### src/rtl/writeback_queue.sv
// Writeback queue: buffers multi-cycle unit writebacks behind the single register-file write port.
// Define WRITEBACK_FORWARD_EN to enable the lookup/forwarding search; otherwise lookup outputs are tied to 0.
module writeback_queue #(
  parameter int DEPTH = 4
) (
  input  logic        clk,
  input  logic        reset,
  input  logic        priority_valid,
  input  logic [4:0]  priority_address,
  input  logic [31:0] priority_value,
  input  logic        in_valid,
  output logic        in_ready,
  input  logic [4:0]  in_address,
  input  logic [31:0] in_value,
  output logic [4:0]  write_address,
  output logic [31:0] write_value,
  input  logic [4:0]  lookup_address,
  output logic        lookup_hit,
  output logic [31:0] lookup_value
);

  localparam int PTR_W = $clog2(DEPTH);
  localparam int CNT_W = PTR_W + 1;

  logic [PTR_W-1:0] head;
  logic [PTR_W-1:0] tail;
  logic [CNT_W-1:0] count;
  logic [4:0]       entry_address [DEPTH];
  logic [31:0]      entry_value   [DEPTH];
  logic             do_push;
  logic             do_pop;

  assign in_ready = !reset && (count < CNT_W'(DEPTH));
  // Writes to r0 complete the handshake but never occupy a slot.
  assign do_push  = in_valid && in_ready && (in_address != 5'd0);
  assign do_pop   = (count != '0) && !priority_valid;

  always_ff @(posedge clk) begin
    if (reset) begin
      head  <= '0;
      tail  <= '0;
      count <= '0;
    end else begin
      if (do_push) tail <= tail + PTR_W'(1);
      if (do_pop)  head <= head + PTR_W'(1);
      case ({do_push, do_pop})
        2'b10:   count <= count + CNT_W'(1);
        2'b01:   count <= count - CNT_W'(1);
        default: count <= count;
      endcase
    end
  end

  always_ff @(posedge clk) begin
    if (do_push) begin
      entry_address[tail] <= in_address;
      entry_value[tail]   <= in_value;
    end
  end

  // Head is hidden while reset is high so a reset mid-drain never commits a pending entry.
  always_comb begin
    write_address = 5'd0;
    write_value   = 32'd0;
    if (priority_valid) begin
      write_address = priority_address;
      write_value   = priority_value;
    end else if (!reset && (count != '0)) begin
      write_address = entry_address[head];
      write_value   = entry_value[head];
    end
  end

`ifdef WRITEBACK_FORWARD_EN
  logic [PTR_W-1:0] idx;

  // Walk oldest to newest so the last match, the newest pending write, wins.
  always_comb begin
    lookup_hit   = 1'b0;
    lookup_value = 32'd0;
    idx          = head;
    for (int i = 0; i < DEPTH; i++) begin
      idx = head + PTR_W'(i);
      if (!reset && (lookup_address != 5'd0) && (CNT_W'(i) < count) &&
          (entry_address[idx] == lookup_address)) begin
        lookup_hit   = 1'b1;
        lookup_value = entry_value[idx];
      end
    end
  end
`else
  logic unused_lookup;

  assign unused_lookup = ^lookup_address;
  assign lookup_hit    = 1'b0;
  assign lookup_value  = 32'd0;
`endif

endmodule

### config.mk
export PLATFORM = sky130hd
export DESIGN_NAME = writeback_queue
export DESIGN_NICKNAME = d
export VERILOG_FILES = /design/src/rtl/writeback_queue.sv
export SDC_FILE = /design/constraint.sdc
export NUM_CORES = 1
export LEC_CHECK = 0
export ABC_CLOCK_PERIOD_IN_PS = 5500
export CORE_MARGIN = 2
export CORE_UTILIZATION = 25
export DETAILED_ROUTE_END_ITERATION = 6
export GPL_ROUTABILITY_DRIVEN = 1
export SYNTH_ARGS = -nofsm -noshare
export SYNTH_HDL_FRONTEND = slang
export SYNTH_SLANG_ARGS = --single-unit
### constraint.sdc
create_clock -name clk -period 5.5 [get_ports clk]
set_clock_uncertainty 0.2 [all_clocks]
set_input_delay 1.1 -clock clk [delete_from_list [all_inputs] [get_ports clk]]
set_output_delay 1.1 -clock clk [all_outputs]
set_load 0.02 [all_outputs]
==> impl_results.md <==
* Seq/Total Area, Yosys at 0.709
* # DRC at 0
* Placed Cells incl. Taps at between 700 and 800
* Fill cells at around 2500
* Slew HR at 0.242
* Util after Layout at 0.328
* Crit path launch type: primary input
* Instance count on the critical path at 5
* Core area at 25800 um^2
* Die H at between 150 and 200 um
* CTS tree: done
* First-pass GRT wire length at just over 20000 um
* Share of cells above drive strength 1 at 0.160
* Max Freq at 218 MHz
* Setup Buffers After CTS at 0
* Worst skew pair latency at 0.40 ns
* Family with the most delay on the worst path: buffers and inverters
* Design Area, Final at roughly 8500 um^2
* IO Count at ~150
* Post-CTS Resized at 0
* MaxCap Viol Count at 0
* Vias in the first global route at approximately 3500
* Clk sink count at between 150 and 200
* Reg2reg setup slack at just over 3 ns
* Ant. Diodes at 0
* Count of cell types in the netlist at 30
* Largest net degree at the start of global routing at 43
* Worst EP arrival at between 3 and 4 ns
* Placed cell area at 7870 um^2
* Hold Crit Class: reg -> reg
* Root buf cell: clkbuf_16
* Yosys warning total at 0
* Gpl congestion at roughly 0.70
* Outcome: completed
* IO Port Bufs at 115
* Clk buf depth at 2
* Critical path's slowest cell: clkdlybuf4s50_1
* H-tree Lvls at 4
* Nets@finish at between 500 and 600
* R2r endpoint: entry_value[0][15]$_DFFE_PP_
* End of the critical path: write_value[2]
* RSZ-0062 raised after global routing: false
* Tot GR Track Use at 0.102
* CTS clk-pin slew, worst paths at 0.06 ns
* Critical Path RT at between 4 and 5 ns
* Final worst slack at between 0.9 and 1 ns
* Worst reg2reg path depth at 2
* PwrDens at just under 400 nW/um^2
* Grt total ovfl at 0
* HPWL after DPL at 8170 um
* Hold WS at roughly 0.31 ns
* Slew Limit Fails at 0
* Die ar. at roughly 27000 um^2
* Std cell rows at 59
* DR vias at 3388
* Vias per cell at around 4.3
* DR pass1 iterations at 4
* Synthesized area per cell at 19.8 um^2
* Final WL at 13700 um
* Synthesis-stage register bit count at between 150 and 200
* Routed len/inst at 17.2 um
* Crit-path cells: clkdlybuf4s50_1 -> nor3_4 -> buf_4 -> a22o_1 -> clkdlybuf4s50_1
* Clock buffer count from CTS at 17
* Syn Std Cell Area at 6530 um^2
* Final Hold Viols at 0
* Synth Instances at 330
* Maximum vdd ir drop at 0.000167 V
* Final setup violation count at 0
* ANT nets after route at 0
* Initial antenna violation count at 0
* Setup tns final at 0 ns
* Crit path from: reset
* Worst setup EP type: primary output
* Area added between synthesis and finish at 29.7%
* Leak pwr at around 2.7 nW
* Final min period at 4.59 ns
* Post-route insts no fill at ~800
* Cts hold-fix bufs at 0
* Chip Width at about 170 um
* Tcrit/Tclk final at 0.835
* CP most frequent cell: clkdlybuf4s50_1
* CP max stage delay at between 0.6 and 0.7 ns
* Final Power at about 3.3 mW
* Actual slew at the worst max-slew pin at roughly 1.1 ns
* Pre-CTS WS at between 0.8 and 0.9 ns
* Bufs and invs on worst path at 3
* Initial Util at 0.253
* RR Startpoint: count[2]$_SDFFE_PP0P_
* CP max FO at 27
* DR iter-0 viols at approximately 130
* Worst Setup Path Type: in -> out
==> registers in the layout, indices dropped and copies added, names as in the netlist, named ones only <==
name	cells
entry_value	128
entry_address	20
count	3
head	2
tail	2
==> synth_stat cells, drive strengths merged <==
library cell	instances	area share
a2111oi	1	0.0023
a211oi	1	0.0012
a21oi	5	0.0038
a22o	37	0.050
and2	4	0.0038
buf	42	0.053
clkbuf	8	0.0046
conb	1	0.00057
dfxtp	9	0.028
edfxtp	148	0.68
fa	1	0.0031
ha	5	0.0096
inv	9	0.0052
mux2	1	0.0017
mux2i	1	0.0015
mux4	37	0.13
nand2b	2	0.0019
nor2	7	0.0040
nor3	2	0.0040
nor4	1	0.00096
o21ai	2	0.0015
o31ai	1	0.0012
or3	2	0.0019
or4	1	0.0012
xor2	2	0.0027
==> worst reg2reg max path, cell delays in order (launching register included) <==
cell	delay, ns
dfxtp_1	0.36
a2111oi_2	0.52
and2_2	1.00
==> metal layers <==
| layer | routed length [um] | track usage | vias up |
|---|---|---|---|
| met5 | 0 | 0 | - |
| met4 | 122 | 0.0317 | 0 |
| met3 | 670 | 0.0287 | 7 |
| met2 | 7180 | 0.177 | 119 |
| met1 | 5760 | 0.123 | 1743 |
| li1 | - | - | 1519 |
==> worst min path at each step <==
| stage | slack [ns] | endpoint | cells after the start | from |
|---|---|---|---|---|
| after global routing | 0.32 | flop | 2 | head[1]$_SDFFE_PP0P_ |
| after detailed placement | 0.30 | flop | 2 | head[1]$_SDFFE_PP0P_ |
| final | 0.31 | flop | 2 | head[1]$_SDFFE_PP0P_ |
| after floorplan | 0.25 | flop | 2 | head[1]$_SDFFE_PP0P_ |
| after global placement | 0.26 | flop | 2 | head[1]$_SDFFE_PP0P_ |
| after CTS | 0.31 | flop | 2 | head[1]$_SDFFE_PP0P_ |
==> final cells by class <==
cell class	instances	area, um^2	area share
clock buffers	18	429	0.0507
inverters	9	33.8	0.00399
flip-flops and latches	157	4630	0.547
repair buffers	118	1170	0.138
multi-input cells	146	1620	0.191
well taps	335	419	0.0495
clock inverters	14	166	0.0197
==> report_power, final <==
part           switching (mW)  internal [mW]  leakage (nW)
clock                   0.474          0.715         0.285
combinational           0.285          0.335          1.04
sequential             0.0974           1.39          1.42
total                   0.856           2.44          2.74
==> cells in the final DEF (no fill, tap or decap), types with 2 or more instances in the layout <==
master / synthesis / final
edfxtp_1: 148 / 148
clkdlybuf4s50_1: 0 / 114
a22o_1: 37 / 37
conb_1: 1 / 33
mux4_2: 30 / 30
clkbuf_16: 0 / 17
inv_1: 9 / 9
nor2_1: 7 / 7
mux4_1: 7 / 7
dfxtp_1: 9 / 7
a21oi_1: 5 / 5
ha_1: 5 / 5
and2_2: 0 / 4
clkinv_2: 0 / 3
bufinv_16: 0 / 3
inv_6: 0 / 3
clkinvlp_4: 0 / 3
buf_4: 34 / 3
xor2_1: 2 / 2
o21ai_0: 2 / 2
or3_1: 2 / 2
nand2b_1: 2 / 2
==> cells by family (layout without fill, tap and decap cells) <==
family	Yosys count	count (layout)	share of synthesized area
fa+ha+maj	6	6	0.0127
other cells	1	33	0.000575
simple gates	19	19	0.0178
flops	157	157	0.709
buf+inv	59	159	0.0629
compound gates	47	47	0.0596
xor+xnor	2	2	0.00269
mux	39	39	0.135
Note: power is estimated with default switching activity, not from simulation.
